### src/rtl/i2c_target_regfile.sv
// I2C target exposing a 16x8 register file: write with a sub-address pointer,
// read back sequentially with auto-increment, plus a local host read port.
module i2c_target_regfile #(
  parameter logic [6:0] DEV_ADDR = 7'h1A
) (
  input  logic       clk,
  input  logic       reset,
  input  logic       scl_in,
  input  logic       sda_in,
  output logic       sda_oe,
  output logic       busy,
  output logic       wr_strobe,
  output logic [3:0] wr_addr,
  output logic [7:0] wr_data,
  input  logic [3:0] host_addr,
  output logic [7:0] host_data
);

  localparam logic [3:0] StIdle     = 4'd0;
  localparam logic [3:0] StAddr     = 4'd1;
  localparam logic [3:0] StAddrAck  = 4'd2;
  localparam logic [3:0] StSub      = 4'd3;
  localparam logic [3:0] StSubAck   = 4'd4;
  localparam logic [3:0] StWdata    = 4'd5;
  localparam logic [3:0] StWdataAck = 4'd6;
  localparam logic [3:0] StRdata    = 4'd7;
  localparam logic [3:0] StRack     = 4'd8;

  logic [2:0] scl_sync_q, sda_sync_q;
  logic       scl, scl_prev, sda, sda_prev;
  logic       scl_rise, scl_fall, start_det, stop_det;

  logic [3:0] state_q;
  logic [3:0] cnt_q;
  logic [7:0] shift_q;
  logic       rw_q;
  logic       ack_drv_q;
  logic [3:0] ptr_q;
  logic [7:0] regs_q [16];
  logic [7:0] byte_in;
  logic       last_bit;

  // Bits [1:0] synchronize; bit [2] is the history flop for edge detection.
  always_ff @(posedge clk) begin
    if (!reset) begin
      scl_sync_q <= '1;
      sda_sync_q <= '1;
    end else begin
      scl_sync_q <= {scl_sync_q[1:0], scl_in};
      sda_sync_q <= {sda_sync_q[1:0], sda_in};
    end
  end

  always_comb begin
    scl       = scl_sync_q[1];
    scl_prev  = scl_sync_q[2];
    sda       = sda_sync_q[1];
    sda_prev  = sda_sync_q[2];
    scl_rise  = scl & ~scl_prev;
    scl_fall  = ~scl & scl_prev;
    start_det = scl & scl_prev & sda_prev & ~sda;
    stop_det  = scl & scl_prev & ~sda_prev & sda;
    byte_in   = {shift_q[6:0], sda};
    last_bit  = (cnt_q == 4'd7);
  end

  always_ff @(posedge clk) begin
    if (!reset) begin
      state_q   <= StIdle;
      cnt_q     <= '0;
      shift_q   <= '0;
      rw_q      <= 1'b0;
      ack_drv_q <= 1'b0;
      ptr_q     <= '0;
      sda_oe    <= 1'b0;
      busy      <= 1'b0;
      wr_strobe <= 1'b0;
      wr_addr   <= '0;
      wr_data   <= '0;
      host_data <= '0;
      for (int i = 0; i < 16; i++) regs_q[i] <= '0;
    end else begin
      wr_strobe <= 1'b0;
      host_data <= regs_q[host_addr];
      if (stop_det) begin
        state_q <= StIdle;
        sda_oe  <= 1'b0;
        busy    <= 1'b0;
      end else if (start_det) begin
        state_q   <= StAddr;
        cnt_q     <= '0;
        ack_drv_q <= 1'b0;
        sda_oe    <= 1'b0;
      end else begin
        case (state_q)
          StAddr, StSub, StWdata: begin
            if (scl_rise) begin
              shift_q <= byte_in;
              cnt_q   <= cnt_q + 4'd1;
              if (last_bit) begin
                cnt_q     <= '0;
                ack_drv_q <= 1'b0;
                if (state_q == StAddr) begin
                  if (byte_in[7:1] == DEV_ADDR) begin
                    state_q <= StAddrAck;
                    rw_q    <= byte_in[0];
                    busy    <= 1'b1;
                  end else begin
                    state_q <= StIdle;
                    busy    <= 1'b0;
                  end
                end else if (state_q == StSub) begin
                  if (byte_in < 8'h10) begin
                    ptr_q   <= byte_in[3:0];
                    state_q <= StSubAck;
                  end else begin
                    state_q <= StIdle;
                    busy    <= 1'b0;
                  end
                end else begin
                  regs_q[ptr_q] <= byte_in;
                  wr_strobe     <= 1'b1;
                  wr_addr       <= ptr_q;
                  wr_data       <= byte_in;
                  ptr_q         <= ptr_q + 4'd1;
                  state_q       <= StWdataAck;
                end
              end
            end
          end
          // First falling edge pulls SDA for the ACK slot, the second ends it.
          StAddrAck, StSubAck, StWdataAck: begin
            if (scl_fall) begin
              if (!ack_drv_q) begin
                sda_oe    <= 1'b1;
                ack_drv_q <= 1'b1;
              end else begin
                ack_drv_q <= 1'b0;
                sda_oe    <= 1'b0;
                cnt_q     <= '0;
                if (state_q == StAddrAck && rw_q) begin
                  sda_oe  <= ~regs_q[ptr_q][7];
                  shift_q <= {regs_q[ptr_q][6:0], 1'b0};
                  cnt_q   <= 4'd1;
                  state_q <= StRdata;
                end else if (state_q == StAddrAck) begin
                  state_q <= StSub;
                end else begin
                  state_q <= StWdata;
                end
              end
            end
          end
          StRdata: begin
            if (scl_fall) begin
              if (cnt_q == 4'd8) begin
                sda_oe  <= 1'b0;
                state_q <= StRack;
              end else begin
                sda_oe  <= ~shift_q[7];
                shift_q <= {shift_q[6:0], 1'b0};
                cnt_q   <= cnt_q + 4'd1;
              end
            end
          end
          StRack: begin
            if (scl_rise) begin
              if (!sda) begin
                ptr_q   <= ptr_q + 4'd1;
                shift_q <= regs_q[ptr_q + 4'd1];
                cnt_q   <= '0;
                state_q <= StRdata;
              end else begin
                state_q <= StIdle;
                busy    <= 1'b0;
              end
            end
          end
          StIdle: ;
          default: begin
            state_q <= StIdle;
            busy    <= 1'b0;
            sda_oe  <= 1'b0;
          end
        endcase
      end
    end
  end

endmodule
### config.mk
export PLATFORM = sky130hd
export DESIGN_NAME = i2c_target_regfile
export DESIGN_NICKNAME = d
export VERILOG_FILES = /design/src/rtl/i2c_target_regfile.sv
export SDC_FILE = /design/constraint.sdc
export NUM_CORES = 1
export LEC_CHECK = 0
export ABC_AREA = 1
export CAP_MARGIN = 40
export CELL_PAD_IN_SITES_DETAIL_PLACEMENT = 0
export CELL_PAD_IN_SITES_GLOBAL_PLACEMENT = 2
export CORE_UTILIZATION = 33
export DETAILED_ROUTE_END_ITERATION = 6
export PLACE_DENSITY = 0.77
export SYNTH_ARGS = -nofsm -noshare
export SYNTH_HDL_FRONTEND = slang
export SYNTH_SLANG_ARGS = --single-unit
export TNS_END_PERCENT = 100
### constraint.sdc
create_clock -name clk -period 2.39 [get_ports clk]
set_clock_uncertainty 0.15 [all_clocks]
set_input_delay 0.717 -clock clk [delete_from_list [all_inputs] [get_ports clk]]
set_output_delay 0.717 -clock clk [all_outputs]
set_load 0.03 [all_outputs]
; ---- Yosys cells after proc, flatten, opt, wreduce, memory -nomap -nowiden
; Memory sizes are Yosys's and may differ from the RTL's. A register that Yosys moved wholly into a read port is not among the register bits.
; Index checks and enable logic that the tools add are counted.
[totals]
register_bits = 43
ram_bits = 128
memories = 1
[mem_list]
columns = name, depth, width, rd, rd_ports_with_merged_regs, write_ports, line
row1 = regs_q, 16, 8, 3, 2, 16, 39  ; logic [7:0] regs_q [16];
[classes]
n_eq_ne = 36
n_bitwise = 21
add_sub_neg = 2
mux = 80
magnitude_cmp = 1
n_reduce_logical = 24
[ops]
columns = operator, n
row1 = 2-to-1 mux 4 bit, 28
row2 = 2-to-1 mux 8 bit, 9
row3 = "inequality test 3 bit, second input constant", 12
row4 = case mux 8 bit (4 select lines), 1
row5 = 2-to-1 mux 1 bit, 31
row6 = "inequality test 2 bit, second input constant", 13
row7 = AND reduction 8 bit, 3
row8 = "equality test 4 x 3 -> 1 bit, second input constant", 5
row9 = case mux 4 bit (5 select lines), 1
row10 = AND reduction 9 bit, 2
row11 = case mux 4 bit (4 select lines), 1
row12 = inverter 1 bit, 14
row13 = AND reduction 7 bit, 2
row14 = 2-to-1 mux 3 bit, 4
row15 = AND reduction 11 bit, 1
row16 = OR reduction 5 bit, 2
row17 = OR reduction 3 bit, 3
row18 = "adder 4 x 1 -> 4 bit, second input constant", 2
row19 = "equality test 4 x 2 -> 1 bit, second input constant", 2
row20 = "equality test 4 bit, second input constant", 2
row21 = "< comparator 8 x 5 -> 1 bit, second input constant", 1
row22 = case mux 4 bit (2 select lines), 1
row23 = OR reduction 8 bit, 1
row24 = AND 1 bit, 7
row25 = 15 further kinds, 16

; ---- Depth between registers and ports, before layout
; Gate-level depths: netlist of run 1.
[logic_depth]
depth_word = 12
ltp_mapped = 14
ltp_nobuf = 12

; ---- Worst setup path after synthesis of run 1
; No wires, ideal clock.
[synth_timing]
path_kind = reg-to-reg
start = register ptr_q[0]
end = register shift_q[0]
path_stages_with_launch = 13
arrival_time_ns = 2.337
t_required_ns = 2.176
path_buffers = 4
setup_slack_ns = -0.161
setup_ns = 0.064
synth_period_minus_slack_ns = 2.551
path_cell_list = dfxtp_1 -> buf_2 -> clkinv_1 -> clkbuf_1 -> ha_1 -> clkbuf_1 -> buf_1 -> o211ai_1 -> nand3_1 -> nand3_1 -> a21oi_1 -> nor2_1 -> nor2_1
[synth_via]
elab_chain_cells = 5
[synth_rtl]
columns = element, line
row1 = from (decl), 38  ; logic [3:0] ptr_q;
row2 = from (signal assigned), 114  ; ptr_q <= byte_in[3:0];
row3 = from (signal assigned), 125  ; ptr_q <= ptr_q + 4'd1;
row4 = from (signal assigned), 169  ; ptr_q <= ptr_q + 4'd1;
row5 = adder 4 x 1 -> 4 bit, 170  ; shift_q <= regs_q[ptr_q + 4'd1];
row6 = memory (16 x 8 bit), --
row7 = 2-to-1 mux 8 bit, 168  ; if (!sda) begin
row8 = 2-to-1 mux 8 bit, 167  ; if (scl_rise) begin
row9 = case mux 8 bit (4 select lines), 95  ; case (state_q)
row10 = to (signal assigned), 98  ; shift_q <= byte_in;
row11 = to (signal assigned), 161  ; shift_q <= {shift_q[6:0], 1'b0};
row12 = to (signal assigned), 170
row13 = to (decl), 35  ; logic [7:0] shift_q;
; No other way between the ends. The select of a mux whose other input is x is not followed.
; A chain may end at the register's enable or synchronous reset.

; ---- Worst setup path in the final report of run 1
[layout_timing]
start = register host_data[6] (read register of regs_q)
end = output port host_data[6]
[layout_rtl]
columns = element, line
row1 = from (decl), 16  ; output logic [7:0] host_data
; No word-level cell between the ends.

==> results of run 1 <==
-- sequential cells by signal (all words and copies together) (netlist names), named ones only --
signal and flops:
host_data 8, scl_sync_q 3, wr_strobe 1, ptr_q 4
shift_q 8, busy 1, sda_sync_q 3, state_q 4
ack_drv_q 1, rw_q 1, regs_q 128, cnt_q 4
wr_data 8, wr_addr 4, sda_oe 1
-- where the power goes --
group	switching, uW	internal [uW]
Sequential	133	3540
Clock	1270	1700
Combinational	739	356
-- synthesized netlist by cell type (all sizes together) --
cell | count | area (sq um)
a21oi | 161 | 806
a22oi | 1 | 7.51
and3 | 1 | 6.26
buf | 12 | 55.1
clkbuf | 80 | 300
clkinv | 10 | 37.5
dfxtp | 55 | 1100
edfxtp | 128 | 3840
ha | 6 | 75.1
inv | 126 | 473
nand2 | 276 | 1080
nand3 | 181 | 911
nand4 | 8 | 50.1
nor2 | 200 | 808
nor3 | 2 | 10.0
o211ai | 40 | 305
o21ai | 161 | 806
or2 | 5 | 31.3
xnor2 | 1 | 16.3
xor2 | 3 | 26.3
-- logic make-up (layout without fill, tap and decap cells) --
kind of cell               count (synthesis)  count (layout)  share of synthesized area [%]
xor gates and xnor gates                   4               4                          0.396
and+or+nand+nor                          673             673                           26.9
AOI/OAI and AO/OA                        363             363                           17.9
buffers and inverters                    228             307                           8.06
adders and majority gates                  6               6                          0.698
DFF                                      183             183                           46.0
-- stage by stage --
| step | utilization, % | cell area, sq um | worst slack [ns] |
|---|---|---|---|
| after detailed placement | 38.9 | 12400 | -0.193 |
| after global routing | 41.0 | 13000 | 0.00524 |
| after CTS | 40.8 | 13000 | 0.00766 |
| final | 41.0 | 13000 | 0.0138 |
| after floorplan | - | 10800 | 0.0183 |
| after global placement | 38.9 | 12400 | -0.192 |
-- layout make-up --
cell class | count | area share (%)
multi-input cells | 1046 | 38.1
flip-flops and latches | 183 | 38.0
repair buffers | 139 | 11.1
well taps | 435 | 4.18
inverters | 136 | 3.94
clock buffers | 21 | 3.53
clock inverters | 11 | 1.13
-- metal layers --
metal,global-route usage [%],up-vias,routed length [microns]
met5,0,-,0
met4,11.4,0,1580
met2,38.9,342,18100
li1,-,5054,-
met1,36.5,4876,19400
met3,3.47,67,2140
-- worst paths after layout --
check | startpoint | endpoint | cells past startpoint
max | host_data[6] | host_data[6] | 1
min | scl_sync_q[0] | scl_sync_q[1] | 1
min reg2reg | scl_sync_q[0] | scl_sync_q[1] | 1
max reg2reg | ptr_q[0] | shift_q[2] | 12
-- repair_timing --
item / in CTS / in global routing
resized for setup: 6 / 8
pin swaps: 0 / 1
endpoints found under the hold margin: 0 / 0
setup buffers: 0 / 1
endpoints found under the setup margin: 40 / 142
==> results.md, run 1 <==
* CTS sink count at ~180
* Register area at about 0.005 sq mm
* Cell variety after synth at 29
* Min Clock Period, post-route at approximately 2.4 ns
* CP max-delay cell: clkdlybuf4s50_1
* YS warnings at 0
* Peak Freq at 0.421 GHz
* VDD IR max at 498 uV
* Mapped Cells at between 1000 and 1500
* Drt drc at 0
* Hold Vio Cnt, Final at 0
* Relative slew slack at between 50% and 60%
* Initial antenna violation count at 0
* Die area at 0.0333 sq mm
* Most common cell after layout, fill and taps aside: nand2_1
* Die H at between 150 and 200 microns
* Crit-path cells: clkdlybuf4s50_1
* ANT cells at 0
* RSZ-0062 raised after global routing: false
* Gr usage total at about a quarter
* Detail-routed net length per standard cell at roughly 21 microns
* Worst hold path class: reg2reg
* Via/cell ratio at between 5 and 6
* Top cell family by delay on the critical path: buffers and inverters
* Clock Path Buffers at 2
* Worst Path Required at between 1.5 and 2 ns
* Total chip power at ~7700 uW
* Synthesized flop and latch total at 183
* Fill cell count at between 3000 and 4000
* Area occupied by multi-input gates at 0.00497 sq mm
* CTS Root Cell: clkbuf_16
* TritonCTS Buffers at 17
* Seq/Total Area, Yosys at ~46%
* Die X at 182 microns
* Pre-antenna DRT Iters at 5
* Post-Route Setup TNS at 0 ns
* DP Wirelength at 30000 microns
* Net count after synthesis at ~1500
* CTS tree: done
* Placed cell count at a little under 2000
* IO Port Bufs at 30
* Worst-Skew Late Latency at ~0.45 ns
* Fraction of layout cells with a size suffix above 1 at approximately an eighth
* Synth Cell Area at about 0.011 sq mm
* Ports at 31
* PD cells at 594 mW/mm^2
* Worst-Margin Slew at between 0.7 and 0.8 ns
* Initial DRC count at ~1100
* Status: complete, no violations
* Number of global-route vias before repair at 9812
* Worst R2R Setup Slack at 0.15 ns
* Post-Route WL at 41200 microns
* Post-route insts no fill at about 2000
* Clock transition at path regs at about 0.07 ns
* Routability-driven placement congestion ratio at 0.927
* Max stage delay on crit path at ~0.70 ns
* Startpoint Class: flop
* Largest net degree at the start of global routing at a little over 80
* Final #Nets at roughly 1500
* Worst Path Buf+Inv at 1
* Tcrit/Tclk final at a little under 100%
* Hold buffers post-CTS at 0
* P&R area growth vs syn at 21.2%
* FP Rows at between 60 and 70
* CP Max Fanout at 1
* Via Count at between 10000 and 15000
* Max-slew violations at 0
* Arrival time at the worst endpoint at 1.51 ns
* Commonest non-fill, non-tap cells in the layout: nand2_1, nor2_1, nand3_1
* Core footprint at ~0.032 sq mm
* Worst hold margin at 0.273 ns
* Post-route ant nets at 0
* Leakage dissipation at 0.00510 uW
* Max_cap viols at 0
* Total gr overflow at 0
* Final setup vio count at 0
* Initial Util at between 30 and 40%
* Type of the worst setup path: reg2out
* Mean Syn Cell Area at 7.38 sq um
* Crit end category: primary output
* # H-tree levels at 4
* Global-route wire length before repair at ~63000 microns
Note: power is estimated with default switching activity, not from simulation.
==> inputs of run 2 (changes only) <==
--- a/config.mk
+++ b/config.mk
@@ -6,7 +6,6 @@
 export NUM_CORES = 1
 export LEC_CHECK = 0
 export ABC_AREA = 1
-export CAP_MARGIN = 40
 export CELL_PAD_IN_SITES_DETAIL_PLACEMENT = 0
 export CELL_PAD_IN_SITES_GLOBAL_PLACEMENT = 2
 export CORE_UTILIZATION = 33
==> results of run 2 <==
No change in the layout: final DEF, timing and power equal those of run 1.
